**config.mk**
```make
export PLATFORM = sky130hd
export DESIGN_NAME = decode_ctrl_pipe
export DESIGN_NICKNAME = d
export VERILOG_FILES = /design/src/rtl/ctrl_pkg.sv /design/src/rtl/decode_ctrl_pipe_cond_check.sv /design/src/rtl/decode_ctrl_pipe.sv
export SDC_FILE = /design/constraint.sdc
export NUM_CORES = 1
export LEC_CHECK = 0
export CAP_MARGIN = 25
export CORE_MARGIN = 3
export CORE_UTILIZATION = 39
export DETAILED_ROUTE_END_ITERATION = 8
export PLACE_DENSITY_LB_ADDON = 0.12
export SETUP_SLACK_MARGIN = 0.5
export SLEW_MARGIN = 30
export SYNTH_ARGS = -nofsm -noshare
export SYNTH_HDL_FRONTEND = slang
export SYNTH_SLANG_ARGS = --single-unit
```
**constraint.sdc**
```tcl
create_clock -name clk -period 1.5 [get_ports clk]
set_input_delay 0.3 -clock clk [delete_from_list [all_inputs] [get_ports clk]]
set_output_delay 0.3 -clock clk [all_outputs]
set_load 0.01 [all_outputs]
```
**src/rtl/ctrl_pkg.sv**
```systemverilog
// Shared definitions for the decode control pipeline: instruction classes,
// data-processing opcodes, ALU command codes, condition codes and the control bundle.
package ctrl_pkg;

  localparam logic [1:0] MODE_DP  = 2'b00;
  localparam logic [1:0] MODE_MEM = 2'b01;
  localparam logic [1:0] MODE_BR  = 2'b10;
  localparam logic [1:0] MODE_RSV = 2'b11;

  localparam logic [3:0] OP_AND = 4'b0000;
  localparam logic [3:0] OP_EOR = 4'b0001;
  localparam logic [3:0] OP_SUB = 4'b0010;
  localparam logic [3:0] OP_RSB = 4'b0011;
  localparam logic [3:0] OP_ADD = 4'b0100;
  localparam logic [3:0] OP_ADC = 4'b0101;
  localparam logic [3:0] OP_SBC = 4'b0110;
  localparam logic [3:0] OP_RSC = 4'b0111;
  localparam logic [3:0] OP_TST = 4'b1000;
  localparam logic [3:0] OP_TEQ = 4'b1001;
  localparam logic [3:0] OP_CMP = 4'b1010;
  localparam logic [3:0] OP_CMN = 4'b1011;
  localparam logic [3:0] OP_ORR = 4'b1100;
  localparam logic [3:0] OP_MOV = 4'b1101;
  localparam logic [3:0] OP_BIC = 4'b1110;
  localparam logic [3:0] OP_MVN = 4'b1111;

  // ALU command codes as understood by the EXE stage (zero-extended to CMD_W there).
  localparam logic [3:0] ALU_NOP = 4'b0000;
  localparam logic [3:0] ALU_MOV = 4'b0001;
  localparam logic [3:0] ALU_ADD = 4'b0010;
  localparam logic [3:0] ALU_ADC = 4'b0011;
  localparam logic [3:0] ALU_SUB = 4'b0100;
  localparam logic [3:0] ALU_SBC = 4'b0101;
  localparam logic [3:0] ALU_AND = 4'b0110;
  localparam logic [3:0] ALU_ORR = 4'b0111;
  localparam logic [3:0] ALU_EOR = 4'b1000;
  localparam logic [3:0] ALU_MVN = 4'b1001;

  typedef enum logic [3:0] {
    COND_EQ = 4'b0000,
    COND_NE = 4'b0001,
    COND_CS = 4'b0010,
    COND_CC = 4'b0011,
    COND_MI = 4'b0100,
    COND_PL = 4'b0101,
    COND_VS = 4'b0110,
    COND_VC = 4'b0111,
    COND_HI = 4'b1000,
    COND_LS = 4'b1001,
    COND_GE = 4'b1010,
    COND_LT = 4'b1011,
    COND_GT = 4'b1100,
    COND_LE = 4'b1101,
    COND_AL = 4'b1110,
    COND_NV = 4'b1111
  } cond_e;

  typedef enum logic {
    ST_RUN      = 1'b0,
    ST_MEM_WAIT = 1'b1
  } state_e;

  typedef struct packed {
    logic [3:0] alu_cmd;
    logic       mem_read;
    logic       mem_write;
    logic       reg_write;
    logic       branch;
    logic       s_out;
    logic       one_input;
  } ctrl_bundle_t;

  function automatic logic is_mem_op(input ctrl_bundle_t b);
    return b.mem_read | b.mem_write;
  endfunction

endpackage

```
**src/rtl/decode_ctrl_pipe_cond_check.sv**
```systemverilog
// ARM condition-field evaluator against NZCV; purely combinational so EXE can
// reuse it for late flag resolution.
module cond_check
  import ctrl_pkg::*;
(
  input  logic [3:0] cond,
  input  logic [3:0] flags,
  output logic       pass
);

  logic n, z, c, v;

  assign n = flags[3];
  assign z = flags[2];
  assign c = flags[1];
  assign v = flags[0];

  always_comb begin
    pass = 1'b0;
    case (cond_e'(cond))
      COND_EQ: pass = z;
      COND_NE: pass = !z;
      COND_CS: pass = c;
      COND_CC: pass = !c;
      COND_MI: pass = n;
      COND_PL: pass = !n;
      COND_VS: pass = v;
      COND_VC: pass = !v;
      COND_HI: pass = c & !z;
      COND_LS: pass = !c | z;
      COND_GE: pass = (n == v);
      COND_LT: pass = (n != v);
      COND_GT: pass = !z & (n == v);
      COND_LE: pass = z | (n != v);
      COND_AL: pass = 1'b1;
      COND_NV: pass = 1'b0;
      default: pass = 1'b0;
    endcase
  end

endmodule

```
**src/rtl/decode_ctrl_pipe.sv**
```systemverilog
// Registered decode controller: decodes ID fields into an EXE control bundle with
// one cycle of latency and holds off new issue while a memory op is outstanding.
module decode_ctrl_pipe
  import ctrl_pkg::*;
#(
  parameter int CMD_W       = 4,
  parameter int MEM_TIMEOUT = 16
) (
  input  logic             clk,
  input  logic             rst_n,
  input  logic             in_valid,
  output logic             in_ready,
  input  logic             s_bit,
  input  logic [1:0]       mode,
  input  logic [3:0]       opcode,
  input  logic [3:0]       cond,
  input  logic [3:0]       flags,
  input  logic             hazard,
  input  logic             flush,
  input  logic             mem_done,
  output logic             out_valid,
  input  logic             out_ready,
  output logic [CMD_W-1:0] alu_cmd,
  output logic             mem_read,
  output logic             mem_write,
  output logic             reg_write,
  output logic             branch,
  output logic             s_out,
  output logic             one_input,
  output logic             mem_err
);

  localparam int CNT_W = (MEM_TIMEOUT > 1) ? $clog2(MEM_TIMEOUT) : 1;
  localparam logic [CNT_W-1:0] CNT_LAST = CNT_W'(MEM_TIMEOUT - 1);

  state_e       state;
  logic [CNT_W-1:0] wait_cnt;
  ctrl_bundle_t dec;
  ctrl_bundle_t issue;
  ctrl_bundle_t out_q;
  logic         cond_pass;
  logic         accept;
  logic         mem_handshake;

  cond_check u_cond_check (
    .cond  (cond),
    .flags (flags),
    .pass  (cond_pass)
  );

  // Raw decode of the instruction class and opcode, before the condition gate.
  always_comb begin
    dec = '0;
    case (mode)
      MODE_DP: begin
        case (opcode)
          OP_MOV: begin dec.alu_cmd = ALU_MOV; dec.reg_write = 1'b1; end
          OP_MVN: begin dec.alu_cmd = ALU_MVN; dec.reg_write = 1'b1; end
          OP_ADD: begin dec.alu_cmd = ALU_ADD; dec.reg_write = 1'b1; end
          OP_ADC: begin dec.alu_cmd = ALU_ADC; dec.reg_write = 1'b1; end
          OP_SUB: begin dec.alu_cmd = ALU_SUB; dec.reg_write = 1'b1; end
          OP_SBC: begin dec.alu_cmd = ALU_SBC; dec.reg_write = 1'b1; end
          OP_AND: begin dec.alu_cmd = ALU_AND; dec.reg_write = 1'b1; end
          OP_ORR: begin dec.alu_cmd = ALU_ORR; dec.reg_write = 1'b1; end
          OP_EOR: begin dec.alu_cmd = ALU_EOR; dec.reg_write = 1'b1; end
          OP_CMP: dec.alu_cmd = ALU_SUB;
          OP_TST: dec.alu_cmd = ALU_AND;
          OP_RSB, OP_RSC, OP_TEQ, OP_CMN, OP_BIC: dec.alu_cmd = ALU_NOP;
          default: dec.alu_cmd = ALU_NOP;
        endcase
      end
      MODE_MEM: begin
        dec.alu_cmd = ALU_ADD;
        if (s_bit) begin
          dec.mem_read  = 1'b1;
          dec.reg_write = 1'b1;
        end else begin
          dec.mem_write = 1'b1;
        end
      end
      MODE_BR: dec.branch = 1'b1;
      default: dec = '0;
    endcase

    // The reserved class leaves every bit clear, including one_input.
    if (mode != MODE_RSV) begin
      dec.s_out     = dec.branch ? 1'b0 : s_bit;
      dec.one_input = !((dec.alu_cmd == ALU_MOV) || (dec.alu_cmd == ALU_MVN) || dec.branch);
    end
  end

  // A failed condition still issues, but as a NOP so EXE sees a valid slot.
  always_comb begin
    issue = cond_pass ? dec : '0;
  end

  assign in_ready      = rst_n && (state == ST_RUN) && !hazard && (!out_valid || out_ready);
  assign accept        = in_valid && in_ready;
  assign mem_handshake = out_valid && out_ready && is_mem_op(out_q);

  // Output register: flush kills both the held bundle and any same-cycle transfer;
  // an emptied slot with nothing accepted becomes a bubble.
  always_ff @(posedge clk) begin
    if (!rst_n) begin
      out_valid <= 1'b0;
      out_q     <= '0;
    end else if (flush) begin
      out_valid <= 1'b0;
      out_q     <= '0;
    end else if (accept) begin
      out_valid <= 1'b1;
      out_q     <= issue;
    end else if (out_ready || !out_valid) begin
      out_valid <= 1'b0;
      out_q     <= '0;
    end
  end

  // Memory sequencer: an issued load/store parks us in MEM_WAIT until completion or
  // timeout. Flush does not touch it because the memory op is already in flight.
  always_ff @(posedge clk) begin
    if (!rst_n) begin
      state    <= ST_RUN;
      wait_cnt <= '0;
      mem_err  <= 1'b0;
    end else begin
      case (state)
        ST_RUN: begin
          wait_cnt <= '0;
          if (mem_handshake) begin
            state <= ST_MEM_WAIT;
          end
        end
        ST_MEM_WAIT: begin
          if (mem_done) begin
            state    <= ST_RUN;
            wait_cnt <= '0;
          end else if (wait_cnt == CNT_LAST) begin
            state    <= ST_RUN;
            wait_cnt <= '0;
            mem_err  <= 1'b1;
          end else begin
            wait_cnt <= wait_cnt + 1'b1;
          end
        end
        default: begin
          state    <= ST_RUN;
          wait_cnt <= '0;
        end
      endcase
    end
  end

  assign alu_cmd   = CMD_W'(out_q.alu_cmd);
  assign mem_read  = out_q.mem_read;
  assign mem_write = out_q.mem_write;
  assign reg_write = out_q.reg_write;
  assign branch    = out_q.branch;
  assign s_out     = out_q.s_out;
  assign one_input = out_q.one_input;

endmodule
```
---- Word-level counts from Yosys, hierarchy flattened ----
Cells that the tools add are included.
storage, ports and cells
  register bits after elaboration ......... 17
  input port bits ......................... 22
  output and inout bits ................... 13
  word-level logic and storage cells ...... 107
cells by class
  add/sub/neg operators ................... 1
  eq/ne operators ......................... 38
  multiplexer cells ....................... 23
  bitwise gates (word level) .............. 8
  reductions and logical operators ........ 26
operator list
  kind                                                             count
  4-bit == test, second input constant                             18
  4-bit one-hot mux with 10 select lines                           1
  4-bit by 3-bit == test with 1-bit output, second input constant  8
  10-bit 2-to-1 mux                                                3
  4-bit by 2-bit == test with 1-bit output, second input constant  4
  1-bit one-hot mux with 16 select lines                           1
  4-bit one-hot mux with 2 select lines                            2
  4-bit by 1-bit == test with 1-bit output, second input constant  3
  1-bit 2-to-1 mux                                                 10
  9-bit OR reduction                                               1
  4-bit logical NOT                                                2
  4-bit 2-to-1 mux                                                 2
  1-bit logical NOT                                                7
  1-bit logical AND                                                6
  2-bit OR reduction                                               3
  5-bit OR reduction                                               1
  4-bit by 1-bit adder with 4-bit output, second input constant    1
  2-bit 2-to-1 mux                                                 2
  1-bit one-hot mux with 2 select lines                            2
  1-bit logical OR                                                 3
  1-bit NOT                                                        3
  1-bit bitwise OR                                                 3
  3-bit AND reduction                                              1
  1-bit bitwise AND                                                2
  7 further kinds                                                  7

---- Logic depth before layout (Yosys ltp) ----
  depth in word-level cells ............... 11
  depth in mapped cells ................... 6
  depth with buffers taken out ............ 5

---- Modules after synthesis ----
Synthesis repeated with hierarchy kept, for this count alone.
unflattened totals
  cell total of the unflattened synthesis .. 104
  area, all modules ....................... 920.9 µm²
by module, submodules not included
  module            instances  cells each  area an instance (µm²)  sequential area each (µm²)
  decode_ctrl_pipe  1          81          765.7                   340.3
  cond_check        1          23          155.1                   0.0

---- Worst setup path before layout ----
OpenSTA, ideal clock, no wires.
  path type ............................... input to register
  start point ............................. input port cond[0]
  end point ............................... register out_q, in the netlist alu_cmd[1]
  setup time .............................. 0.130 ns
  arrival ................................. 1.395 ns
  required time ........................... 1.370 ns
  path slack .............................. -0.026 ns
  cell stages on the path ................. 6
  buffers on the path ..................... 1
  cell sequence ........................... buf_2 > and3b_1 > o21ai_1 > o311ai_2 > o311ai_4 > o21ai_1
on the way
  cells in the longest elaborated chain, start to end .. 4
  elaborated cells on any way between the ends .. 19
  those cells by class .................... eq/ne (15); mux (3); reduce/logical (1)
RTL lines
  item                                         line                               text
  start: declaration                           decode_ctrl_pipe.sv:16             input logic [3:0] cond,
  4-bit == test, or another cell as far along  decode_ctrl_pipe_cond_check.sv:20  case (cond_e'(cond))
  1-bit one-hot mux with 16 select lines (*)   decode_ctrl_pipe_cond_check.sv:20
  10-bit 2-to-1 mux (*)                        decode_ctrl_pipe.sv:94             issue = cond_pass ? dec : '0;
  10-bit 2-to-1 mux (*)                        decode_ctrl_pipe.sv:110            end else if (accept) begin
  end signal: assignment                       decode_ctrl_pipe.sv:112            out_q <= issue;
  end: declaration                             decode_ctrl_pipe.sv:40             ctrl_bundle_t out_q;
Mark *: on every way between the ends. The rest lies on a longest branch, timed or not.
A chain may end at the register's enable or synchronous reset.

---- Worst setup path after layout ----
  start point ............................. register state
  end point ............................... register out_q, in the netlist one_input
on the way
  cells in the longest elaborated chain, start to end .. 6
  elaborated cells on any way between the ends .. 7
  those cells by class .................... mux (1); bitwise (1); reduce/logical (5)
RTL lines
  item                                                     line                     text
  start: declaration                                       decode_ctrl_pipe.sv:36   state_e state;
  start signal: assignment                                 decode_ctrl_pipe.sv:123  state <= ST_RUN;
  start signal: assignment                                 decode_ctrl_pipe.sv:131  state <= ST_MEM_WAIT;
  start signal: assignment                                 decode_ctrl_pipe.sv:136  state <= ST_RUN;
  1-bit NOT (*)                                            -
  1-bit logical AND (*) (3 in a row)                       decode_ctrl_pipe.sv:97   assign in_ready = rst_n && (state == ST_RUN) && !hazard && (!out_valid || out_ready);
  1-bit logical AND (*)                                    decode_ctrl_pipe.sv:98   assign accept = in_valid && in_ready;
  10-bit 2-to-1 mux or 2-bit nonzero test (tied branches)  -
Marked as above.

==> results.txt <==
Critical Path Start: state
Number of vias per cell: 5.26
CTS tree: built
Clk_lat worst skew: 0.28 ns
Synth Cell Area: 936 um^2
Drt drc: 0
Unrepaired setup endpoints after global routing: yes
Core Box Area: 0.00225 mm^2
Synthesized instance count: 113
CTS buffer count: 3
Worst Setup End Kind: flip-flop
Synth Area per Inst: 8.28 um^2
Avg WL per Cell: 13.2 um
Endpoints failing setup: 0
P_int: 0.000672 W
Die height: 55.0 um
P&R area growth vs syn: 76.9%
DR pass1 iterations: 6
Pwr/cell area: 549 mW/mm^2
Wl on met1: 1.01 mm
Total grt overflow: 0
Max H-tree Level: 1
Clock tree buffer depth: 2
Outcome: completed
Vias in the first global route: 954
Top cells by area, synth: dfxtp_1, nand2_1, o21ai_1, xor2_1, nor2b_1
Initial Util: 0.415
Final period utilization: 0.968
Flop2flop setup slack: 0.05 ns
Seq pwr share: 0.497
Gate power share: 0.238
Critical Path RT: 1.71 ns
Routability Congestion: 0.728
Fin. Hold Viols: 0
Die area: 0.00302 mm^2
Worst slew pin tran: 0.492 ns
Top sig layer: met4
Worst setup endpoint: one_input
Clock skew: 0.00140 ns
Half-perimeter wire length after placement: 1.87 mm
Met3 WL: 142 um
Yosys top cell area share: 0.364
FF+latch count, synth: 17
WL final: 2.66 mm
PortBufs: 34
Pre-CTS worst setup slack: -0.657 ns
Hold Buf Count CTS: 0
Total Routing Usage GR: 0.187
Clk root buf: clkbuf_4
Share of layout cells above drive strength 1: 0.526
Min cycle time layout: 1.45 ns
CTS sink count: 17
Overall power: 0.000909 W
CP max FO: 8
Iteration-0 DRC count of the detailed router: 22
Count of pins over their slew limit: 0
Vias: 1,057
First-pass GRT wire length: 3.99 mm
Largest net degree at the start of global routing: 11
Rows: 17
WS Path Type: flip-flop to flip-flop
Power share of the clock group: 0.265
Switching power total: 0.000237 W
Hold path depth: 2
Max cap viols: 0
Worst setup margin: 0.0474 ns
Worst rel slew slack: 0.667
Routed length on met2: 1.45 mm
Sequential area share after synthesis: 0.364
Leak: 0.719 nW
Worst r2r dst: one_input
Initial antenna violation count: 0
Peak supply drop: 0.430 mV
Nets: 197
DRT antenna net count: 0
Worst Path Arrival: 1.67 ns
FF-to-FF Start: state
Clock transition at path regs: 0.10 ns
Largest area contributor in the netlist: dfxtp_1
Diode count: 0
FF-to-FF path depth: 7
Syn_nets: 136
I/O pins: 35
Die width: 55.0 um
Synth warn: 0
Startpoint Class: flip-flop
Switching share of power: 0.261
Peak Freq: 688 MHz
HP Class: flip-flop to flip-flop
Yosys cell types: 34
## logic make-up after synthesis
kind of cell,share of synthesized area
buf+inv,0.0374
mux,0.0214
flops,0.364
compound gates,0.211
xor+xnor,0.0655
fa+ha+maj,0.0134
simple gates,0.287
## cells in the mapped netlist (all sizes together)
cell     instances
and3b            2
o2111ai          1
and4b            1
a211o            1
xnor2            3
nand2b           3
a22oi            1
dfxtp           17
clkbuf           2
or3              1
nor2b            5
a221oi           1
o41ai            1
inv              6
nand2           18
nand4b           2
and3             2
nand3            2
nor3             5
o21ai           14
nor4b            2
nor3b            1
ha               1
a21oi            4
o31ai            1
o21a             1
xor2             4
mux2i            2
o311ai           2
nor2             6
buf              1
## worst min-delay path by stage
stage,start,end
finish,alu_cmd[3],alu_cmd[3]
global route,reg_write,reg_write
CTS,out_ready,state
detailed placement,wait_cnt[0],wait_cnt[0]
global placement,wait_cnt[0],wait_cnt[0]
floorplan,wait_cnt[0],wait_cnt[0]
## placed cells by master (no fill, tap or decap), drive strengths merged
cell,instances
a221oi,1
nor2,6
o21a,1
ha,1
o311ai,2
a22oi,1
nand4b,2
dlygate4sd2,2
or3,1
a21oi,4
o21ai,14
xnor2,3
xor2,4
mux2i,2
nor3,5
dfxtp,17
nand2,18
buf,43
clkbuf,7
and4b,1
nor3b,1
o2111ai,1
nor2b,5
and3,2
o41ai,1
a211o,1
and3b,2
clkdlybuf4s50,11
nand2b,3
o31ai,1
nor4b,2
inv,6
nand3,2
## cell type report
class                      instances  area, um^2
inverter                           6        22.5
fill                             177         599
multi-input combinational         87         699
timing repair buffer              59         510
sequential                        17         362
clock buffer                       4        26.3
tap                               28        35.0
## stage by stage
stage | instances | cell area [um^2] | util | hold slack [ns] | setup TNS, ns
floorplan | 113 | 946 | - | 0.418 | 0
global placement | 189 | 1430 | 0.633 | 0.432 | -5.64
detailed placement | 189 | 1430 | 0.633 | 0.438 | -6.69
CTS | 201 | 1620 | 0.718 | 0.446 | 0
global route | 201 | 1660 | 0.734 | 0.494 | -0.0920
finish | 201 | 1660 | 0.734 | 0.470 | 0
## registers in the layout (all words and copies together), names as in the netlist
signal,count
alu_cmd,4
wait_cnt,4
branch,1
mem_err,1
mem_read,1
mem_write,1
one_input,1
out_valid,1
reg_write,1
s_out,1
state,1
## worst max-delay path, stage by stage, from the launching register on
cell and delay (ns):
dfxtp_2 0.35, nor2b_4 0.14, buf_6 0.11, nand4b_1 0.15
nor3_2 0.22, o311ai_4 0.13, buf_6 0.17, o21ai_2 0.12
## routing by layer
layer,vias to the layer above,GRT usage
met4,0,0.0850
met2,40,0.350
li1,521,-
met1,488,0.201
met3,8,0.0322
met5,-,0
## timing repair
item	4_1_cts	5_1_grt
pin swaps	15	15
setup buffers	8	0
endpoints found under the setup margin	29	29
cloned	0	0
resized for setup	117	25
## power by group through the flow
stage          logic [W]  registers, W  clock network (W)
6_report        0.000216      0.000452           0.000241
3_3_place_gp    0.000192      0.000464                  0
2_1_floorplan  0.0000835      0.000464                  0
5_1_grt         0.000237      0.000452           0.000285
4_1_cts         0.000212      0.000453           0.000247
3_5_place_dp    0.000196      0.000464                  0
No activity file was read; power rests on OpenSTA's default activity.
